**config.mk**
```make
export PLATFORM = sky130hd
export DESIGN_NAME = ring_token_sched
export DESIGN_NICKNAME = d
export VERILOG_FILES = /design/src/rtl/ring_token_sched.sv
export SDC_FILE = /design/constraint.sdc
export NUM_CORES = 1
export LEC_CHECK = 0
export ABC_AREA = 0
export BUFFER_PORTS_ARGS = -buffer_cell sky130_fd_sc_hd__buf_2
export CELL_PAD_IN_SITES_DETAIL_PLACEMENT = 1
export CELL_PAD_IN_SITES_GLOBAL_PLACEMENT = 1
export CORE_MARGIN = 5
export CORE_UTILIZATION = 40
export DETAILED_ROUTE_END_ITERATION = 6
export PLACE_DENSITY = 0.81
export RECOVER_POWER = 50
export SYNTH_ARGS = -nofsm -noshare
export SYNTH_HDL_FRONTEND = slang
export SYNTH_SLANG_ARGS = --single-unit
```
**constraint.sdc**
```tcl
create_clock -name i_clk -period 5.3 [get_ports i_clk]
set_clock_uncertainty 0.05 [all_clocks]
set_input_delay 0 -clock i_clk [delete_from_list [all_inputs] [get_ports i_clk]]
set_output_delay 0 -clock i_clk [all_outputs]
set_load 0.005 [all_outputs]
```
**src/rtl/ring_token_sched.sv**
```systemverilog
// rtl/ring_token_sched.sv - token ring lap scheduler with return-beat checking and round-trip latency
module ring_token_sched #(
  parameter int N_LINK  = 4,
  parameter int HOP_INC = 1,
  parameter int TIMEOUT = 64
) (
  input  logic        i_clk,
  input  logic        i_rst,
  input  logic        i_start,
  input  logic        i_abort,
  input  logic [7:0]  i_laps,
  input  logic [31:0] i_seed,
  output logic        o_wen,
  output logic [31:0] o_token,
  output logic [31:0] o_clk_cnt,
  output logic [31:0] o_id,
  input  logic        i_wen,
  input  logic [31:0] i_token,
  input  logic [31:0] i_clk_cnt,
  input  logic [31:0] i_id,
  output logic        o_busy,
  output logic        o_done,
  output logic        o_err,
  output logic [1:0]  o_err_code,
  output logic [7:0]  o_lap_cnt,
  output logic [31:0] o_last_lat
);

  localparam logic [31:0] LP_N_LINK   = 32'(N_LINK);
  localparam logic [31:0] LP_ID_LAST  = 32'(N_LINK - 1);
  localparam logic [31:0] LP_RING_INC = 32'(N_LINK * HOP_INC);
  localparam logic [15:0] LP_TMO_LAST = 16'(TIMEOUT - 1);

  localparam logic [1:0] LP_ERR_NONE = 2'd0;
  localparam logic [1:0] LP_ERR_TMO  = 2'd1;
  localparam logic [1:0] LP_ERR_TOK  = 2'd2;
  localparam logic [1:0] LP_ERR_ID   = 2'd3;

  typedef enum logic [2:0] {
    S_IDLE,
    S_INJECT,
    S_WAIT,
    S_DONE,
    S_ERR
  } state_t;

  state_t      r_state;
  state_t      w_next;

  logic [31:0] r_cyc;
  logic [15:0] r_timer;
  logic [7:0]  r_laps;
  logic [31:0] r_seed;
  logic [7:0]  r_lap_cnt;
  logic [31:0] r_expected;
  logic [31:0] r_token;
  logic [31:0] r_clk_cnt;
  logic [31:0] r_id;
  logic [1:0]  r_err_code;
  logic [31:0] r_last_lat;

  logic        w_start_ok;
  logic [31:0] w_inj_token;
  logic        w_id_bad;
  logic        w_tok_bad;
  logic [7:0]  w_lap_next;
  logic        w_timeout;
  logic [1:0]  w_err_code;
  logic        w_beat_ok;

  assign w_start_ok  = i_start && (i_laps != 8'd0);
  assign w_inj_token = r_seed + {24'd0, r_lap_cnt};
  assign w_id_bad    = (i_id != LP_ID_LAST);
  assign w_tok_bad   = (i_token != r_expected);
  assign w_lap_next  = r_lap_cnt + 8'd1;
  // Timer is about to reach TIMEOUT on this edge; a beat in the same cycle still wins.
  assign w_timeout   = (r_timer == LP_TMO_LAST);

  always_comb begin
    w_next     = r_state;
    w_err_code = r_err_code;
    w_beat_ok  = 1'b0;
    case (r_state)
      S_IDLE: begin
        if (w_start_ok) begin
          w_next = S_INJECT;
        end
      end
      S_INJECT: begin
        w_next = S_WAIT;
      end
      S_WAIT: begin
        if (i_wen) begin
          if (w_id_bad) begin
            w_next     = S_ERR;
            w_err_code = LP_ERR_ID;
          end else if (w_tok_bad) begin
            w_next     = S_ERR;
            w_err_code = LP_ERR_TOK;
          end else begin
            w_beat_ok = 1'b1;
            w_next    = (w_lap_next == r_laps) ? S_DONE : S_INJECT;
          end
        end else if (w_timeout) begin
          w_next     = S_ERR;
          w_err_code = LP_ERR_TMO;
        end
      end
      S_DONE: begin
        w_next = S_IDLE;
      end
      S_ERR: begin
        w_next = S_ERR;
      end
      default: begin
        w_next = S_IDLE;
      end
    endcase
    if (i_abort) begin
      w_next = S_IDLE;
    end
  end

  always_ff @(posedge i_clk) begin
    if (i_rst) begin
      r_state    <= S_IDLE;
      r_cyc      <= 32'd0;
      r_timer    <= 16'd0;
      r_laps     <= 8'd0;
      r_seed     <= 32'd0;
      r_lap_cnt  <= 8'd0;
      r_expected <= 32'd0;
      r_token    <= 32'd0;
      r_clk_cnt  <= 32'd0;
      r_id       <= 32'd0;
      r_err_code <= LP_ERR_NONE;
      r_last_lat <= 32'd0;
    end else begin
      r_state <= w_next;
      r_cyc   <= r_cyc + 32'd1;

      if ((r_state == S_WAIT) && (w_next == S_WAIT)) begin
        r_timer <= r_timer + 16'd1;
      end else begin
        r_timer <= 16'd0;
      end

      // The injected beat has already left on the wire, so its hold copy is kept even under abort.
      if (r_state == S_INJECT) begin
        r_token    <= w_inj_token;
        r_clk_cnt  <= r_cyc;
        r_id       <= LP_N_LINK;
        r_expected <= w_inj_token + LP_RING_INC;
      end

      if (!i_abort) begin
        if ((r_state == S_IDLE) && w_start_ok) begin
          r_laps     <= i_laps;
          r_seed     <= i_seed;
          r_lap_cnt  <= 8'd0;
          r_err_code <= LP_ERR_NONE;
        end
        if (r_state == S_WAIT) begin
          r_err_code <= w_err_code;
          if (i_wen) begin
            r_last_lat <= r_cyc - i_clk_cnt;
          end
          if (w_beat_ok) begin
            r_lap_cnt <= w_lap_next;
          end
        end
      end
    end
  end

  assign o_wen      = (r_state == S_INJECT);
  assign o_token    = o_wen ? w_inj_token : r_token;
  assign o_clk_cnt  = o_wen ? r_cyc : r_clk_cnt;
  assign o_id       = o_wen ? LP_N_LINK : r_id;
  assign o_busy     = (r_state != S_IDLE);
  assign o_done     = (r_state == S_DONE);
  assign o_err      = (r_state == S_ERR);
  assign o_err_code = r_err_code;
  assign o_lap_cnt  = r_lap_cnt;
  assign o_last_lat = r_last_lat;

endmodule

```
* After elaboration in Yosys (flattened, before gate mapping)
Cells that the tools add are included.
** Storage, ports and cells
- Output and inout port bits :: 142
- Register bits after elaboration :: 261
- Word-level logic and storage cells :: 66
- Bits of input ports :: 141
** Operators by class
- Equal/unequal tests :: 11
- Muxes and demuxes :: 24
- Add/sub/neg operators :: 6
- Reduce and logical (&&, ||, !) cells :: 11
- Bitwise gates (word level) :: 2
** Operators by type and width (number)
- $mux W32 :: 3
- $add A32 B1 Y32 const B :: 1
- $add A32 B3 Y32 const B :: 1
- $add A32 B8 Y32 :: 1
- $ne A32 B2 Y1 const B :: 1
- $ne A32 B32 Y1 :: 1
- $sub A32 B32 Y32 :: 1
- $mux W8 :: 3
- $mux W3 :: 6
- $add A16 B1 Y16 const B :: 1
- $eq A16 B6 Y1 const B :: 1
- $mux W2 :: 7
- $pmux W3 S4 :: 1
- $eq A3 B2 Y1 const B :: 3
- $add A8 B1 Y8 const B :: 1
- $eq A8 B8 Y1 :: 1
- $reduce_bool A8 Y1 :: 1
- $mux W1 :: 4
- $ne A4 B4 Y1 const B :: 1
- $reduce_and A4 Y1 :: 1
- $eq A3 B1 Y1 const B :: 1
- $eq A3 B3 Y1 const B :: 1
- $logic_and A1 B1 Y1 :: 3
- $logic_not A3 Y1 :: 1
- 7 further kinds :: 8

* Depth between registers and ports, before layout
Gate-level depths: netlist of the first run.
- Depth in word-level cells :: 12
- Depth in mapped cells :: 14
- Mapped depth without buffers :: 13

* Worst setup path after synthesis of the first run
OpenSTA, ideal clock, no wires.
- Path kind :: flip-flop to flip-flop
- From :: reg r_lap_cnt[0] (netlist: o_lap_cnt[0])
- To :: reg r_expected[28]
- Buffers on the path :: 1
- Stages on the path, launching flop included :: 14
- Data required time :: 5.180 ns
- Library setup time :: 0.070 ns
- Data arrival time :: 3.632 ns
- Clock period less this slack :: 3.752 ns
- Path slack :: 1.548 ns
- Cell sequence :: dfxtp_1 > ha_1 > fa_1 > a21o_1 > a221oi_4 > o21ai_1 > xnor2_1 > nor4_2 > or4b_1 > buf_2 > nor4_1 > xnor2_1 > nand2_1 > a21oi_1
** On the way
- Word-level cells in the longest chain between the ends :: 2
** Ends and longest elaborated chain
- from (decl) :: line 54 : logic [7:0] r_lap_cnt;
- from (signal assigned) :: line 169 : r_lap_cnt <= w_lap_next;
- $add A32 B8 Y32 :: line 72 : assign w_inj_token = r_seed + {24'd0, r_lap_cnt};
- $add A32 B3 Y32 :: line 153 : r_expected <= w_inj_token + LP_RING_INC;
- to (signal assigned) :: line 153
- to (decl) :: line 55 : logic [31:0] r_expected;
Every way passes these cells.
A chain may end at the register's enable or synchronous reset.

* Final worst setup path of the first run
- From :: reg r_lap_cnt[0] (netlist: o_lap_cnt[0])
- To :: reg r_expected[26]
The elaborated chain is that of the path after synthesis.

==> run summary, run 1 <==
The flow ran to the end, but the final reports show violations. The final reports fail on max-capacitance violations, max-slew violations. Counting along the longest clock path gives a buffer depth of 3. Routability-driven placement finished with a final weighted congestion of 0.928. The worst setup path is of the reg2reg kind. The tools report the final setup violation count as 0. The number of clock sinks seen by CTS is 261, and the HPWL after detailed placement is 33900 um. The total DRC errors in the routed layout came out at 0. The tools report the count of mapped cells out of synthesis as 1756. Summed over all failing endpoints, the final setup total negative slack is 0 ns. Sequential elements use 38.4% of the synthesized area. Static timing analysis puts the maximum clock frequency at 0.223 GHz.

The number of antenna violations at the first check in global routing was 4. The tools report the type of element capturing the critical path as a register. When the netlist entered floorplanning its net count stood at 1942.

Of all flip-flops after synthesis, the portion carrying an async set or reset was 0%. For the initial cell density of the core, the log shows 40.5%. The run gives 7.05 nW as the total leakage power.

In this run the clock root is driven by a sky130_fd_sc_hd__clkbuf_16. The worst hold path belongs to the class in2reg. The final layout contains routed wiring with a total length of 47300 um. The number of clock buffers inserted by TritonCTS is 31, and the post-synthesis to final-layout area growth is 23.5%. Via count of the first global-routing pass: 14167. Pin count of the biggest net entering global routing: 103. For the max-cap check violation count, the log shows 5.

During I/O placement, the number of pins put on the boundary was 283. The most frequently used cell type in the post-synthesis netlist is sky130_fd_sc_hd__nand2_1. The first global-routing pass estimated 75400 um of wire. In this run the standard cell core region covers 33500 um2.

The residual overflow from global routing was 0; the warning count from the yosys run was 0. Measured against its own limit, the worst slew margin works out to -66.3%. Ranked by instance count, the synthesized netlist is headed by sky130_fd_sc_hd__nand2_1, sky130_fd_sc_hd__dfxtp_1, sky130_fd_sc_hd__a21oi_1. The tools report the residual antenna-violating net count after detailed routing as 0. The clock period could shrink to 4.49 ns.

In the post-synthesis netlist, the biggest area contributors are sky130_fd_sc_hd__dfxtp_1, sky130_fd_sc_hd__nand2_1, sky130_fd_sc_hd__a21oi_1. For this design the ratio of total power to cell area is 272 nW/um2. After layout, the worst path uses 84.7% of the clock period. Dividing the detail-routed via count by the number of cells gives 5.39. The hold violation count in the final report is 0, and the die outline height is 194 um. Measured along the x axis, the die boundary spans 194 um. The highest ir drop seen on vdd came out at 0.000258 V. The layout has 4235 filler cells. In this run the cell area of the synthesized design comes to 13600 um2.

The arrival time reported for the critical path endpoint is 4.92 ns, and the register clock-pin slew on the reported worst setup and hold paths is 0.06 ns. Setup repair after global routing left no endpoint under its margin. Input and output buffers added on the ports amount to 282. The net total in the final layout was 2227; the wire length per cell after detailed routing was 18.8 um. The most used flip-flop cell after synthesis is sky130_fd_sc_hd__dfxtp_1. The die outline area was 37800 um2.

The routed layout has 13541 vias. The clock reaches the later pin of the worst-skew pair after 0.56 ns. For the pin with the worst max-slew slack, the measured transition is 2.49 ns. TritonCTS built the clock tree. The number of flops mapped to enable cells by yosys was 0. The logs give 68 for the count of unique library cells instantiated by Yosys and 5.73 ns for the required time at the endpoint of the critical path.

The top cell type by area accounts for 38.4% of the synthesized area. The synthesized design spends more area on one cell type than any other, namely sky130_fd_sc_hd__dfxtp_1. The number of violations reported at the end of detailed-routing iteration 0 was 603. The tools report the number of max-slew violations in the final report as 265. Of all nets on the critical path, the largest fanout is 10. The logs give 1 for the maximum level of the CTS H-tree and 67 for the count of standard-cell rows. After clock tree synthesis, the setup repair step added 0 buffers.

The run gives 5 as the number of optimization iterations in the first detailed-route pass. Across all hold checks on the routed design, the worst slack comes to 0.0334 ns. In the global route stage, overall resource usage came out at 24.0%. In this run, synthesis produced a sequential element count of 261.

Each instance of the synthesized netlist takes up on average 7.74 um2. The worst setup path is launched from a register. The fraction of layout cells with a size suffix above 1 was 14.8%.
## metrics by stage
stage	power [mW]	util (%)	instance area (um2)	setup slack [ns]	cells
6_report	4.56	50.0	16800	0.810	2514
5_1_grt	4.72	50.0	16800	0.659	2514
4_1_cts	4.60	50.2	16800	0.927	2511
3_5_place_dp	2.41	45.6	15300	0.960	2402
3_3_place_gp	2.40	45.6	15300	1.10	2402
2_1_floorplan	2.26	-	13600	1.55	1756
## logic make-up (layout without fill, tap and decap cells)
| kind of cell | Yosys count | after routing | synth area share, % |
|---|---|---|---|
| AND/OR/NAND/NOR | 807 | 807 | 28.1 |
| multiplexers | 3 | 3 | 0.239 |
| buffers and inverters | 146 | 453 | 4.12 |
| adder cells (fa/ha/maj) | 45 | 45 | 4.25 |
| XOR/XNOR | 157 | 157 | 10.1 |
| AO/OA/AOI/OAI | 337 | 337 | 14.8 |
| flip-flops | 261 | 261 | 38.4 |
| other | 0 | 3 | 0 |
## routing by layer
layer | up-vias | global-route usage [%] | wire length, um
met5 | - | 0 | 0
met1 | 6495 | 29.6 | 20000
met4 | 0 | 9.01 | 1920
li1 | 6571 | - | -
met2 | 362 | 42.4 | 23100
met3 | 113 | 3.48 | 2340
## power by group
part,leakage [nW],switching (mW),internal [mW]
Combinational,4.45,0.225,0.156
Sequential,2.11,0.0340,1.99
Clock,0.492,0.844,1.31
## cell usage in the layout, fill, tap and decap left out, drive strengths merged, types with 10 or more instances in the layout
master,count
a21oi,168
o21a,10
nand2b,10
buf,241
or2,11
a211oi,19
and3,48
or3,10
and2,71
nand4,28
ha,43
xor2,66
nand3,52
nand2,362
clkbuf,93
o21ai,63
nor3,25
inv,55
nor2b,15
xnor2,91
dfxtp,261
a21o,21
dlygate4sd3,54
nor4,34
nor2,118
## final timing paths
path	startpoint	end	slack, ns	depth (start not counted)
hold / removal	i_id[14]	o_err_code[1]	0.03	8
hold reg to reg	o_last_lat[12]	o_last_lat[12]	0.40	2
setup / recovery	o_lap_cnt[0]	r_expected[26]	0.81	12
setup reg to reg	o_lap_cnt[0]	r_expected[26]	0.81	12
## critical path: stages (launching register included)
cell                       delay [ns]
sky130_fd_sc_hd__dfxtp_1         0.38
sky130_fd_sc_hd__ha_1            0.28
sky130_fd_sc_hd__fa_1            0.41
sky130_fd_sc_hd__a21o_1          0.24
sky130_fd_sc_hd__a221oi_4        0.46
sky130_fd_sc_hd__o21ai_1         0.24
sky130_fd_sc_hd__xnor2_1         0.25
sky130_fd_sc_hd__nor4_2          0.61
sky130_fd_sc_hd__or4b_1          0.65
sky130_fd_sc_hd__nor4_1          0.38
sky130_fd_sc_hd__xnor2_1         0.17
sky130_fd_sc_hd__nand2_1         0.08
sky130_fd_sc_hd__a21oi_1         0.21
## flip-flops by register name, indices dropped and copies added (netlist names)
register and cells:
r_clk_cnt 32, r_cyc 32, r_seed 32, r_state 3, o_err_code 2, r_timer 16, o_lap_cnt 8, r_id 32
r_token 32, r_laps 8, r_expected 32, o_last_lat 32
## timing repair
item / in CTS / in global routing
gates resized for setup: 0 / 0
hold buffers: 54 / 0
hold endpoints to repair: 125 / 0
## cell type report
cell class,instances,area [um2],share of cell area [%]
well taps,448,561,3.34
clock inverters,11,164,0.977
clock buffers,44,855,5.09
diodes,3,7.51,0.0447
multi-input cells,1349,7820,46.6
flip-flops and latches,261,5230,31.1
repair buffers,344,1950,11.6
inverters,54,203,1.21
No activity file was read; power rests on OpenSTA's default activity.
==> run 2, diff against run 1 <==
--- a/config.mk
+++ b/config.mk
@@ -10,9 +10,9 @@
 export CELL_PAD_IN_SITES_DETAIL_PLACEMENT = 1
 export CELL_PAD_IN_SITES_GLOBAL_PLACEMENT = 1
 export CORE_MARGIN = 5
-export CORE_UTILIZATION = 40
+export CORE_UTILIZATION = 36
 export DETAILED_ROUTE_END_ITERATION = 6
-export PLACE_DENSITY = 0.81
+export PLACE_DENSITY = 0.77
 export RECOVER_POWER = 50
 export SYNTH_ARGS = -nofsm -noshare
 export SYNTH_HDL_FRONTEND = slang
==> constraint.sdc (replaced) <==
create_clock -name i_clk -period 3.74 [get_ports i_clk]
set_clock_uncertainty 0.05 [all_clocks]
set_input_delay 0 -clock i_clk [delete_from_list [all_inputs] [get_ports i_clk]]
set_output_delay 0 -clock i_clk [all_outputs]
set_load 0.005 [all_outputs]
==> run summary, run 2 (same netlist as run 1, synthesis figures left out) <==
The initial cell density of the core was 36.3% (-4.3 points); the post-synthesis to final-layout area growth was 31.3%. The logs give 14445 (+2.0%) for the via count of the first global-routing pass and 1 (unchanged) for the maximum level of the CTS H-tree. The power density over cell area is 368 nW/um2 (+36%), and the sum of routed wire length over all layers is 48800 um (+3.1%).

The run finished with clean final reports. The worst hold path begins at i_clk_cnt[27]. The arrival time reported for the critical path endpoint was 4.06 ns (-0.86 ns).

The run gives 34900 um (+2.7%) as the HPWL after detailed placement. Number of clock buffers inserted by TritonCTS: 31 (unchanged). TritonCTS built the clock tree.

The tools report the detailed-route via count as 13840 (+2.2%). The number of optimization iterations in the first detailed-route pass is 4 (-1). The most numerous cell type found on the critical path is sky130_fd_sc_hd__buf_4.

The number of antenna violations at the first check in global routing was 5 (+1). For the highest ir drop seen on vdd, the log shows 0.000325 V (+26%). The headroom to the max-slew limit was 38.5% (+100 points); the count of standard-cell rows was 71 (+6.0%).

The max-cap check violation count was 0 (-5); the residual antenna-violating net count after detailed routing was 0 (unchanged). The residual overflow from global routing was 0 (unchanged); the horizontal die dimension was 204 um (+5.1%). The total DRC errors in the routed layout came out at 0 (unchanged). The total leakage power was 7.75 nW (+10%). CTS root buffer: sky130_fd_sc_hd__clkbuf_16.

The run gives 2311 (+3.8%) as the net total in the final layout. The run gives 0.899 (-3.1%) as the weighted congestion at the end of routability-driven global placement. The worst register-to-register path begins at o_lap_cnt[0]. The path category of the worst min-delay check is in2reg.

The worst-case setup slack after placement was -0.0540 ns (-1.01 ns); the critical path buffer and inverter count was 2 (+2). The die outline height is 204 um (+5.1%). The final worst slack is 0.120 ns (-0.690 ns), and the fraction of layout cells with a size suffix above 1 is 19.0% (+4.2 points). The core region area is 37500 um2 (+12%), and the required time at the endpoint of the critical path is 4.18 ns (-1.55 ns). The final setup violation count was 0 (unchanged). The slowest stage of the critical path is the sky130_fd_sc_hd__a221oi_4 cell. The logs give 129 (+25%) for the pin count of the biggest net entering global routing and 0.56 ns (about the same) for the latest clock arrival within the worst-skew pair.

Largest incremental delay on the critical path: 0.42 ns (-0.23 ns). The deepest clock path buffer count came out at 3 (unchanged). The die outline area was 41700 um2 (+11%). Most common library cell in the layout ignoring fill and taps: sky130_fd_sc_hd__nand2_1. Sequential standard cell area: 5230 um2 (unchanged). For the number of clock sinks seen by CTS, the log shows 261 (unchanged). Kind of cell with the highest combined delay on the critical path: compound AO/OA/AOI/OAI gates. The hold violation count in the final report came out at 0 (unchanged).

Register clock-pin slew on the reported worst setup and hold paths: 0.06 ns (about the same). The run gives 283 (unchanged) as the number of top-level pins. The worst setup path is launched from a register. The wire length per cell after detailed routing is 18.3 um (-2.7%).

Type of element capturing the critical path: a register. The via density per instance is 5.20 (-3.5%). The number of buffers added on ports is 282 (unchanged), and the core utilization of the finished layout is 47.6% (-2.4 points). The clock period minus worst slack was 3.62 ns (-0.870 ns); the final worst-path cycle share was 96.8% (+12 points). In this run the worst setup path begins at o_lap_cnt[0]. The slew at the pin with the worst max-slew slack was 0.923 ns (-1.57 ns); the critical-path maximum fanout was 6 (-4). The multi-input logic area is 7960 um2 (+1.8%), and the global-route wire length before repair is 76600 um (+1.6%).

The number of max-slew violations in the final report came out at 0 (-100%). The tools report the number of violations reported at the end of detailed-routing iteration 0 as 538 (-11%). For the achievable clock frequency, the log shows 0.276 GHz (+24%).

Walking the worst path, the cells encountered are ha_1 > fa_2 > a21o_1 > a221oi_4 > o2111ai_2 > mux2_4 > a211o_1 > buf_4 > nor4_4 > buf_4 > nand4_1 > xor2_1 > nand2_1 > a21oi_1. By startpoint and endpoint, the worst setup path is classified as reg2reg. The total routing resource utilization after global routing is 22.4% (-1.6 points). In the layout the commonest cells are sky130_fd_sc_hd__nand2_1, sky130_fd_sc_hd__dfxtp_1, sky130_fd_sc_hd__buf_2, sky130_fd_sc_hd__a21oi_1, sky130_fd_sc_hd__nor2_1. Count of fill cells added during filler insertion: 4673 (+10%).
[run 2: cell count changes in the layout (fill, tap and decap cells not counted), sizes merged]
| cell | before | now |
|---|---|---|
| dlygate4sd3 | 54 | 93 |
| clkinvlp | 2 | 4 |
| clkinv | 4 | 5 |
| bufinv | 4 | 3 |
| buf | 241 | 312 |
| clkbuf | 93 | 66 |
| diode | 3 | 5 |
[run 2: power by group]
group / internal (mW) / leakage (nW) / switching (mW)
combinational: 0.260 / 5.13 / 0.335
sequential: 2.82 / 2.11 / 0.0391
clock: 1.90 / 0.517 / 1.22
[run 2: path summary, 6_finish.rpt]
check	endpoint	cells after the start	slack, ns
max reg2reg	r_expected[29]	14	0.12
min reg2reg	o_last_lat[18]	2	0.40
min	o_last_lat[28]	5	0.04
max	r_expected[29]	14	0.12
[run 2: cell type report]
cell class	instances	share of cell area [%]
clock inverter	13	0.862
clock buffer	43	5.10
tap	511	3.58
sequential	261	29.3
multi-input combinational	1349	44.6
antenna	5	0.0701
timing repair buffer	428	15.4
inverter	54	1.14
[run 2: metal layers]
| layer | vias up | GRT usage (%) | wire [um] |
|---|---|---|---|
| li1 | 6713 | - | - |
| met1 | 6675 | 27.0 | 20600 |
| met2 | 329 | 39.2 | 23600 |
| met3 | 123 | 3.22 | 1970 |
| met4 | 0 | 10.8 | 2680 |
| met5 | - | 0 | 0 |
[run 2: stage by stage]
| stage | area, um2 | TNS [ns] | power (mW) | hold slack [ns] | std cells |
|---|---|---|---|---|---|
| after floorplan | 13600 | 0 | 3.21 | 0.0860 | 1756 |
| after global placement | 15700 | 0 | 3.42 | 0.198 | 2510 |
| after detailed placement | 15700 | -0.0616 | 3.44 | 0.201 | 2510 |
| after CTS | 17700 | 0 | 6.65 | 0.00218 | 2659 |
| after global routing | 17800 | -0.131 | 6.82 | 0.0568 | 2664 |
| final | 17800 | 0 | 6.57 | 0.0371 | 2664 |
[run 2: what timing repair did]
action,4_1_cts,5_1_grt
hold buffers,93,0
hold endpoints to repair,62,0
setup buffers,0,0
gates resized for setup,2,23
pin swaps,1,8
endpoints found under the setup margin,4,20
[run 2: worst register-to-register path, stage by stage (launching register included)]
cell and delay (ns):
sky130_fd_sc_hd__dfxtp_1 0.31, sky130_fd_sc_hd__ha_1 0.23, sky130_fd_sc_hd__fa_2 0.35, sky130_fd_sc_hd__a21o_1 0.21, sky130_fd_sc_hd__a221oi_4 0.42, sky130_fd_sc_hd__o2111ai_2 0.14
sky130_fd_sc_hd__mux2_4 0.32, sky130_fd_sc_hd__a211o_1 0.29, sky130_fd_sc_hd__buf_4 0.17, sky130_fd_sc_hd__nor4_4 0.28, sky130_fd_sc_hd__buf_4 0.18, sky130_fd_sc_hd__nand4_1 0.11
sky130_fd_sc_hd__xor2_1 0.26, sky130_fd_sc_hd__nand2_1 0.09, sky130_fd_sc_hd__a21oi_1 0.14
